**config.mk**
```make
export PLATFORM = sky130hd
export DESIGN_NAME = seq_lock_detector
export DESIGN_NICKNAME = d
export VERILOG_FILES = /design/src/rtl/seq_lock_pkg.sv /design/src/rtl/seq_window_match.sv /design/src/rtl/seq_lock_detector.sv
export SDC_FILE = /design/constraint.sdc
export NUM_CORES = 1
export LEC_CHECK = 0
export ABC_AREA = 0
export CORE_MARGIN = 2
export CORE_UTILIZATION = 55
export DETAILED_ROUTE_END_ITERATION = 8
export PLACE_DENSITY = 0.78
export RECOVER_POWER = 25
export REMOVE_ABC_BUFFERS = 1
export SLEW_MARGIN = 20
export SYNTH_ARGS = -nofsm -noshare
export SYNTH_HDL_FRONTEND = slang
export SYNTH_HIERARCHICAL = 1
export SYNTH_SLANG_ARGS = --single-unit
```
**constraint.sdc**
```tcl
create_clock -name clk -period 2.3 [get_ports clk]
set_input_delay 0.23 -clock clk [delete_from_list [all_inputs] [get_ports clk]]
set_output_delay 0.23 -clock clk [all_outputs]
set_load 0.005 [all_outputs]
```
**src/rtl/seq_lock_pkg.sv**
```systemverilog
// Shared types and defaults for the serial pattern lock detector.
// Holds the FSM state enum and counter width helper.
package seq_lock_pkg;

    typedef enum logic [1:0] {
        HUNT   = 2'd0,
        VERIFY = 2'd1,
        LOCKED = 2'd2
    } lock_state_e;

    localparam int          DEF_PAT_LEN = 6;
    localparam logic [5:0]  DEF_PATTERN = 6'b001011;

    // Bits needed to hold values 0..n-1, never less than one.
    function automatic int idx_w(input int n);
        return (n <= 2) ? 1 : $clog2(n);
    endfunction

endpackage

```
**src/rtl/seq_window_match.sv**
```systemverilog
// Serial shift window with fill tracking and combinational hit.
// Reset zeros never complete a pattern thanks to the fill gate.
module seq_window_match
    import seq_lock_pkg::*;
#(
    parameter int                 PAT_LEN = DEF_PAT_LEN,
    parameter logic [PAT_LEN-1:0] PATTERN = DEF_PATTERN
) (
    input  logic clk,
    input  logic rst,
    input  logic din,
    input  logic din_valid,
    output logic hit
);

    localparam int FW = $clog2(PAT_LEN + 1);
    localparam logic [FW-1:0] FILL_MAX = FW'(PAT_LEN);
    localparam logic [FW-1:0] FILL_HIT = FW'(PAT_LEN - 1);

    logic [PAT_LEN-2:0] sr_q, sr_d;
    logic [FW-1:0]      fill_q, fill_d;
    logic [PAT_LEN-1:0] window;

    // Window as it would look after shifting in the current bit.
    always_comb begin
        window = {sr_q, din};
        hit    = din_valid && (fill_q >= FILL_HIT)
                 && (window == PATTERN);
        sr_d   = sr_q;
        fill_d = fill_q;
        if (din_valid) begin
            sr_d = window[PAT_LEN-2:0];
            if (fill_q != FILL_MAX) begin
                fill_d = fill_q + 1'b1;
            end
        end
    end

    // Window and fill registers.
    always_ff @(posedge clk or negedge rst) begin
        if (!rst) begin
            sr_q   <= '0;
            fill_q <= '0;
        end else begin
            sr_q   <= sr_d;
            fill_q <= fill_d;
        end
    end

endmodule

```
**src/rtl/seq_lock_detector.sv**
```systemverilog
// Pattern detector with hit counter and frame-lock FSM.
// Lock needs LOCK_N hits spaced exactly PAT_LEN valid bits.
module seq_lock_detector
    import seq_lock_pkg::*;
#(
    parameter int                 PAT_LEN = DEF_PAT_LEN,
    parameter logic [PAT_LEN-1:0] PATTERN = DEF_PATTERN,
    parameter int                 LOCK_N  = 3,
    parameter int                 CNT_W   = 8
) (
    input  logic             clk,
    input  logic             rst,
    input  logic             din,
    input  logic             din_valid,
    output logic             match,
    output logic [CNT_W-1:0] match_cnt,
    output logic             locked,
    output logic             err
);

    localparam int PH_W   = idx_w(PAT_LEN);
    localparam int GOOD_W = idx_w(LOCK_N);
    localparam logic [PH_W-1:0]   PH_LAST   = PH_W'(PAT_LEN - 1);
    localparam logic [GOOD_W-1:0] GOOD_LAST = GOOD_W'(LOCK_N - 1);

    lock_state_e       state_q, state_d;
    logic [PH_W-1:0]   ph_q, ph_d;
    logic [GOOD_W-1:0] good_q, good_d;
    logic [CNT_W-1:0]  cnt_q, cnt_d;
    logic              match_q, match_d;
    logic              locked_q, locked_d;
    logic              err_q, err_d;
    logic              hit;
    logic              boundary;

    seq_window_match #(
        .PAT_LEN (PAT_LEN),
        .PATTERN (PATTERN)
    ) u_win (
        .clk       (clk),
        .rst       (rst),
        .din       (din),
        .din_valid (din_valid),
        .hit       (hit)
    );

    // Next state, spacing counters, hit counter and pulses.
    always_comb begin
        state_d  = state_q;
        ph_d     = ph_q;
        good_d   = good_q;
        err_d    = 1'b0;
        match_d  = hit;
        cnt_d    = cnt_q;
        boundary = din_valid && (ph_q == PH_LAST);
        if (hit && (cnt_q != {CNT_W{1'b1}})) begin
            cnt_d = cnt_q + 1'b1;
        end
        unique case (state_q)
            HUNT: begin
                if (hit) begin
                    state_d = VERIFY;
                    good_d  = GOOD_W'(1);
                    ph_d    = '0;
                end
            end
            VERIFY: begin
                if (boundary) begin
                    ph_d = '0;
                    if (hit) begin
                        if (good_q == GOOD_LAST) begin
                            state_d = LOCKED;
                        end else begin
                            good_d = good_q + 1'b1;
                        end
                    end else begin
                        state_d = HUNT;
                        good_d  = '0;
                    end
                end else if (din_valid) begin
                    ph_d = ph_q + 1'b1;
                end
            end
            LOCKED: begin
                if (boundary) begin
                    ph_d = '0;
                    if (!hit) begin
                        state_d = HUNT;
                        good_d  = '0;
                        err_d   = 1'b1;
                    end
                end else if (din_valid) begin
                    ph_d = ph_q + 1'b1;
                end
            end
            default: begin
                state_d = HUNT;
                ph_d    = '0;
                good_d  = '0;
            end
        endcase
        locked_d = (state_d == LOCKED);
    end

    // State, counters and registered outputs.
    always_ff @(posedge clk or negedge rst) begin
        if (!rst) begin
            state_q  <= HUNT;
            ph_q     <= '0;
            good_q   <= '0;
            cnt_q    <= '0;
            match_q  <= 1'b0;
            locked_q <= 1'b0;
            err_q    <= 1'b0;
        end else begin
            state_q  <= state_d;
            ph_q     <= ph_d;
            good_q   <= good_d;
            cnt_q    <= cnt_d;
            match_q  <= match_d;
            locked_q <= locked_d;
            err_q    <= err_d;
        end
    end

    assign match     = match_q;
    assign match_cnt = cnt_q;
    assign locked    = locked_q;
    assign err       = err_q;

endmodule
```
==> results of run 1 <==
[cell usage in the layout, fill, tap and decap left out, types with 2 or more instances in the layout]
cell type,n
dfrtp_1,26
nor2_1,4
nand2_1,3
inv_1,8
o21ai_0,3
mux2i_1,4
mux2_2,5
clkdlybuf4s50_1,13
nand4_1,4
a21oi_1,7
ha_1,11
and3_1,4
nor2b_1,2
nand3_1,2
nor3_2,2
buf_4,2
clkbuf_4,3
a31oi_1,4
nor3_1,2
xnor2_1,4
[through the flow]
step | power, W | cells | setup TNS (ns)
after floorplan | 0.000827 | 117 | -0.0625
after global placement | 0.000901 | 164 | 0
after detailed placement | 0.000929 | 164 | 0
after CTS | 0.00124 | 168 | 0
after global routing | 0.00132 | 168 | 0
final | 0.00122 | 168 | 0
[routing by layer]
layer,vias up,global-route usage
met5,-,0
met1,439,0.234
met2,11,0.307
met4,0,0.0792
li1,467,-
met3,2,0.0328
[how the worst max path moves through the flow]
stage | start | to | slack [ns]
floorplan | u_win/fill_q[1] | good_q[1] | -0.06
global placement | din_valid | good_q[1] | 0.27
detailed placement | din_valid | good_q[1] | 0.24
CTS | u_win/fill_q[1] | good_q[1] | 0.33
global route | u_win/fill_q[1] | good_q[1] | 0.18
finish | u_win/fill_q[1] | good_q[1] | 0.35
[registers in the layout, summed over array words and instances (netlist names)]
| register | count |
|---|---|
| match_cnt | 8 |
| locked | 1 |
| state_q | 2 |
| err | 1 |
| good_q | 2 |
| u_win/sr_q | 5 |
| ph_q | 3 |
| match | 1 |
| u_win/fill_q | 3 |
[report_power, final]
part	total [W]	leakage, nW	switching, W	internal [W]
clock	0.000310	0.0279	0.000134	0.000176
combinational	0.000317	0.384	0.000160	0.000158
sequential	0.000597	0.334	0.0000683	0.000529
total	0.00122	0.745	0.000362	0.000863
[final cells by class]
class | count | area share
repair buffers | 17 | 0.0976
clock buffers | 3 | 0.0138
well taps | 30 | 0.0231
flip-flops and latches | 26 | 0.400
multi-input cells | 82 | 0.424
clock inverters | 1 | 0.0184
inverters | 9 | 0.0238
[cell families (layout without fill, tap and decap cells)]
| logic type | Yosys count | in the layout | share of synthesized area |
|---|---|---|---|
| simple gates | 32 | 32 | 0.150 |
| flops | 26 | 26 | 0.464 |
| compound gates | 23 | 23 | 0.125 |
| fa+ha+maj | 11 | 11 | 0.0982 |
| mux | 11 | 11 | 0.0875 |
| buf+inv | 11 | 30 | 0.0438 |
| xor+xnor | 5 | 5 | 0.0312 |
==> summary.txt, run 1 <==
Global route
  – Gr usage total: 0.184
  – GRT Residual Overflow: 0
  – First-pass GRT wire length: 3880 um
  – Largest net degree at the start of global routing: 27
  – Vias in the first global route: 925
  – Initial antenna violation count: 0

STA
  – Final setup margin: 0.347 ns
  – Min Hold Slack: 0.523 ns
  – Tcrit/Tclk final: 0.849
  – Crit path time final: 1.95 ns
  – Worst rel slew slack: 0.109
  – Clock Skews: 0.00545 ns
  – Fmax: 0.512 GHz
  – RSZ-0062 raised after global routing: no
  – # setup viols final: 0
  – Worst Max-Slew Pin Slew: 1.34 ns
  – Pins over their slew limit: 0
  – Final hold violations: 0

Worst setup path
  – Worst R2R End: good_q[1]
  – Cell family with most CP delay: simple AND/OR/NAND/NOR gates
  – Critical Path RT: 2.53 ns
  – Crit end category: flip-flop
  – Crit path cell chain: inv_1 -> ha_1 -> nor2_1 -> nor3_1 -> buf_4 -> inv_6 -> nor4_2 -> nor3_2 -> mux2_4
  – Crit path buffers/inverters: 3
  – Critical-path maximum fanout: 12
  – Arrival @ worst endpoint: 2.18 ns
  – Reg2reg setup slack: 0.35 ns
  – R2R depth: 9
  – Startpoint types: flip-flop
  – Setup Crit Path Kind: flip-flop to flip-flop
  – Crit path depth: 9
  – CP max stage delay: 0.43 ns
  – Max stage delay cell, worst path: dfrtp_1
  – Reg2reg start: u_win/fill_q[1]

Clock network
  – Num CTS Buffers: 3
  – Skew-Pair Late Insertion Delay: 0.32 ns
  – Root Driver: clkbuf_4
  – H-tree depth: 1
  – Total setup buffers inserted after CTS: 0
  – CTS resizes: 0
  – # hold bufs at CTS: 0
  – Clock Pin Slew Worst Setup and Hold Paths: 0.14 ns
  – CTS tree: built
  – Max Buffers Root-to-Sink: 2
  – Clock Sinks: 26

Route
  – Top layer in use: met4
  – Post-Route M1 WL: 1050 um
  – DRC viols: 0
  – DRT iter0 DRCs: 17
  – Drt via density: 5.47
  – Met3 WL post-DR: 57 um
  – Drt pass-1 iters: 4
  – Detail Route Antenna Nets: 0
  – Final Routed Wirelength: 2250 um
  – Per-cell routed wire length: 13.4 um
  – Via count: 919
  – Met2 wire length: 1120 um

Finish
  – Share of layout cells above drive strength 1: 0.167
  – Area of the multi-input gates: 689 sq um
  – Design area: 0.00163 sq mm
  – Layout Nets: 154
  – Seq. cell area: 651 sq um
  – Fillers: 201
  – Area Overhead vs Synth: 16.2%
  – Core Util, Final: 0.663
  – # diodes: 0

Die
  – # rows: 18
  – Total core area: 0.00245 sq mm
  – Starting Density: 0.571
  – Die width: 54.5 um
  – Die footprint: 0.00297 sq mm
  – Die Height: 54.5 um
  – # IOs: 15

Logic synthesis
  – Synth top area cells: dfrtp_1, ha_1, mux2_2
  – Seq/Total Area, Yosys: 0.464
  – Largest area contributor in the netlist: dfrtp_1
  – Unique cell type count in the Yosys netlist: 40
  – Top FF cell, synth: dfrtp_1
  – Most frequent cell after synthesis: dfrtp_1
  – Top post-synthesis cells by count: dfrtp_1, ha_1, inv_1, a21oi_1, mux2_2
  – Mapped Cells: 119
  – Post-synthesis async set-or-reset flop share: 1.00
  – Synthesis warning total: 6
  – Number of flops mapped to enable cells by yosys: 0
  – Flops & latches, synth: 26
  – Avg Cell Area, Syn: 11.8 sq um
  – Mapped Area: 0.00140 sq mm
  – Area share of the largest cell type after synthesis: 0.464

Power and ir drop
  – Power per cell area: 752 mW/mm^2
  – Peak supply drop: 0.569 mV
  – LEAKAGE: 0.745 nW

Placed design
  – DP HPWL: 1690 um
  – Area after DPL: 0.00158 sq mm
  – Dpl ws: 0.242 ns
  – I/O Buffers: 14
  – RePlAce Congestion: 0.802

Run status
  – Status: finished, final reports clean

Worst hold path
  – Worst hold path type: flip-flop to flip-flop
  – Hold EP: match_cnt[5]
  – Beginning of the worst hold path: match_cnt[5]
  – Hold path depth: 1

Job
  – Max-Cap Viols: 0
Note: power is estimated with default switching activity, not from simulation.
==> run 2, diff against run 1 <==
==> constraint.sdc (replaced) <==
create_clock -name clk -period 1.9 [get_ports clk]
set_input_delay 0.19 -clock clk [delete_from_list [all_inputs] [get_ports clk]]
set_output_delay 0.19 -clock clk [all_outputs]
set_load 0.005 [all_outputs]
==> run 2 against run 1 <==
  * Core utilization grew 0.92 points
  * Cell count grew 2.4%
  * Critical endpoint is now locked
  * Clock skew grew 0.0072 ns
  * Critical path type unchanged
==> summary.txt, run 2 (synthesis results as in run 1) <==
Placed design
  – Dpl cells: 168 (+2.4%)
  – Area after DPL: 0.00161 sq mm (+1.9%)
  – RePlAce Congestion: 0.769 (-4.1%)
  – I/O Buffers: 14 (unchanged)
  – DP HPWL: 1790 um (+6.2%)

Finish
  – Commonest cells after routing, fill and taps aside: dfrtp_1, clkdlybuf4s50_1, ha_1
  – Share of layout cells above drive strength 1: 0.204 (+0.0376)
  – Area Overhead vs Synth: 17.8%
  – Fillers: 194 (-3.5%)
  – Layout Cells excl Fill: 172 (+2.4%)
  – # diodes: 0 (unchanged)
  – Max reg flops: 8 (unchanged)
  – Most common cell after layout, fill and taps aside: dfrtp_1
  – Layout Nets: 159 (+3.2%)
  – Design area: 0.00165 sq mm (+1.4%)

Worst setup path
  – Startpoint types: flip-flop
  – Arrival @ worst endpoint: 1.99 ns (-0.19 ns)
  – Max stage delay cell, worst path: dfrtp_1
  – CP max stage delay: 0.38 ns (-0.05 ns)
  – Critical-path maximum fanout: 5 (-7)
  – Critical Path RT: 2.17 ns (-0.36 ns)
  – Setup Crit Path Kind: flip-flop to flip-flop
  – Crit end category: flip-flop
  – Crit path cell chain: inv_1 -> ha_1 -> nor2_1 -> nor3_1 -> buf_4 -> and2b_2 -> nand2_1 -> a211oi_2 -> and3_1

Worst hold path
  – Worst hold path type: input pin to flip-flop

Clock network
  – Skew-Pair Late Insertion Delay: 0.32 ns (about the same)
  – Max Buffers Root-to-Sink: 2 (unchanged)
  – Root Driver: clkbuf_4
  – Clock Sinks: 26 (unchanged)
  – H-tree depth: 1 (unchanged)
  – CTS tree: built
  – Clock Pin Slew Worst Setup and Hold Paths: 0.14 ns (about the same)
  – Num CTS Buffers: 3 (unchanged)

STA
  – Crit path time final: 1.72 ns (-0.234 ns)
  – Worst rel slew slack: 0.0680 (-0.0410)
  – Worst Max-Slew Pin Slew: 1.40 ns (+0.0615 ns)
  – RSZ-0062 raised after global routing: no
  – Tcrit/Tclk final: 0.905 (+0.0558)
  – Final hold violations: 0 (unchanged)
  – Min Hold Slack: 0.522 ns (-0.00152 ns)
  – # setup viols final: 0 (unchanged)
  – Pins over their slew limit: 0 (unchanged)
  – Clock Skews: 0.0127 ns (+0.00721 ns)
  – Fmax: 0.582 GHz (+14%)

Route
  – Per-cell routed wire length: 14.6 um (+9.2%)
  – DRC viols: 0 (unchanged)
  – Drt pass-1 iters: 4 (unchanged)
  – Final Routed Wirelength: 2520 um (+12%)
  – Via count: 1013 (+10%)
  – Detail Route Antenna Nets: 0 (unchanged)
  – Drt via density: 5.89 (+7.7%)
  – DRT iter0 DRCs: 28 (+11)

Die
  – Die Height: 54.5 um (unchanged)
  – Die width: 54.5 um (unchanged)
  – Die footprint: 0.00297 sq mm (unchanged)
  – # IOs: 15 (unchanged)
  – Total core area: 0.00245 sq mm (unchanged)
  – Starting Density: 0.571 (unchanged)
  – # rows: 18 (unchanged)

Global route
  – Largest net degree at the start of global routing: 27 (unchanged)
  – GRT Residual Overflow: 0 (unchanged)
  – Gr usage total: 0.193 (+0.00918)
  – Initial antenna violation count: 0 (unchanged)
  – First-pass GRT wire length: 4130 um (+6.4%)
  – Vias in the first global route: 988 (+6.8%)

Job
  – Max-Cap Viols: 0 (unchanged)

Power and ir drop
  – Peak supply drop: 0.692 mV (+22%)
  – LEAKAGE: 0.758 nW (+1.7%)
  – Power per cell area: 843 mW/mm^2 (+12%)

Run status
  – Status: finished, final reports clean
## run 2: cell count changes in the layout (fill, tap and decap cells not counted)
cell       change
buf_4          +5
a211oi_1       -1
a211oi_2       +1
and2b_1        -1
and2b_2        +1
bufinv_16      -1
nor4_2         -1
nor4_4         +1
## run 2: worst max-delay path, delay by kind of cell (launching register included)
kind	cells	cell delay [ns]
AOI/OAI and AO/OA	1	0.24
adders and majority gates	1	0.17
buffers and inverters	2	0.22
DFF	1	0.38
and+or+nand+nor	5	0.68
## run 2: routing by layer
layer / vias up / global-route usage / routed length (um)
li1: 481 / - / -
met1: 500 / 0.233 / 1130
met2: 25 / 0.335 / 1270
met3: 7 / 0.0328 / 68
met4: 0 / 0.0875 / 49
met5: - / 0 / 0
## run 2: path summary, 6_finish.rpt
path | from | to | slack, ns | depth (start not counted)
hold reg to reg | good_q[1] | good_q[1] | 0.54 | 1
min in group asynchronous | rst | err | 0.70 | 2
max in group asynchronous | rst | u_win/fill_q[1] | 0.38 | 2
setup / recovery | u_win/fill_q[1] | locked | 0.18 | 9
setup reg to reg | u_win/fill_q[1] | locked | 0.18 | 9
hold / removal | din | u_win/sr_q[0] | 0.52 | 2
## run 2: final cells by class
cell class / instances / area (sq um) / share of cell area
clock buffer: 3 / 22.5 / 0.0136
inverter: 9 / 38.8 / 0.0235
multi-input combinational: 82 / 704 / 0.427
sequential: 26 / 651 / 0.394
tap: 30 / 37.5 / 0.0227
timing repair buffer: 22 / 196 / 0.119
## run 2: timing repair
| item | CTS | global route |
|---|---|---|
| buffers inserted | 0 | 1 |
| resized for setup | 0 | 3 |
| endpoints found under the setup margin | 0 | 3 |
| hold buffers | 0 | 0 |
## run 2: power by group
part,internal [W],total (W),switching [W],leakage (nW)
clock,0.0000742,0.000227,0.000153,0.0138
combinational,0.000228,0.000447,0.000219,0.411
sequential,0.000640,0.000717,0.0000767,0.334
## run 2: per-stage QoR
| step | total power (W) | setup WS (ns) | TNS (ns) | util |
|---|---|---|---|---|
| after floorplan | 0.00100 | -0.463 | -3.80 | - |
| after global placement | 0.00112 | -0.0369 | -0.0369 | 0.655 |
| after detailed placement | 0.00115 | -0.0701 | -0.0977 | 0.655 |
| after CTS | 0.00138 | 0.0303 | 0 | 0.665 |
| after global routing | 0.00150 | 0.0265 | 0 | 0.672 |
| final | 0.00139 | 0.181 | 0 | 0.672 |
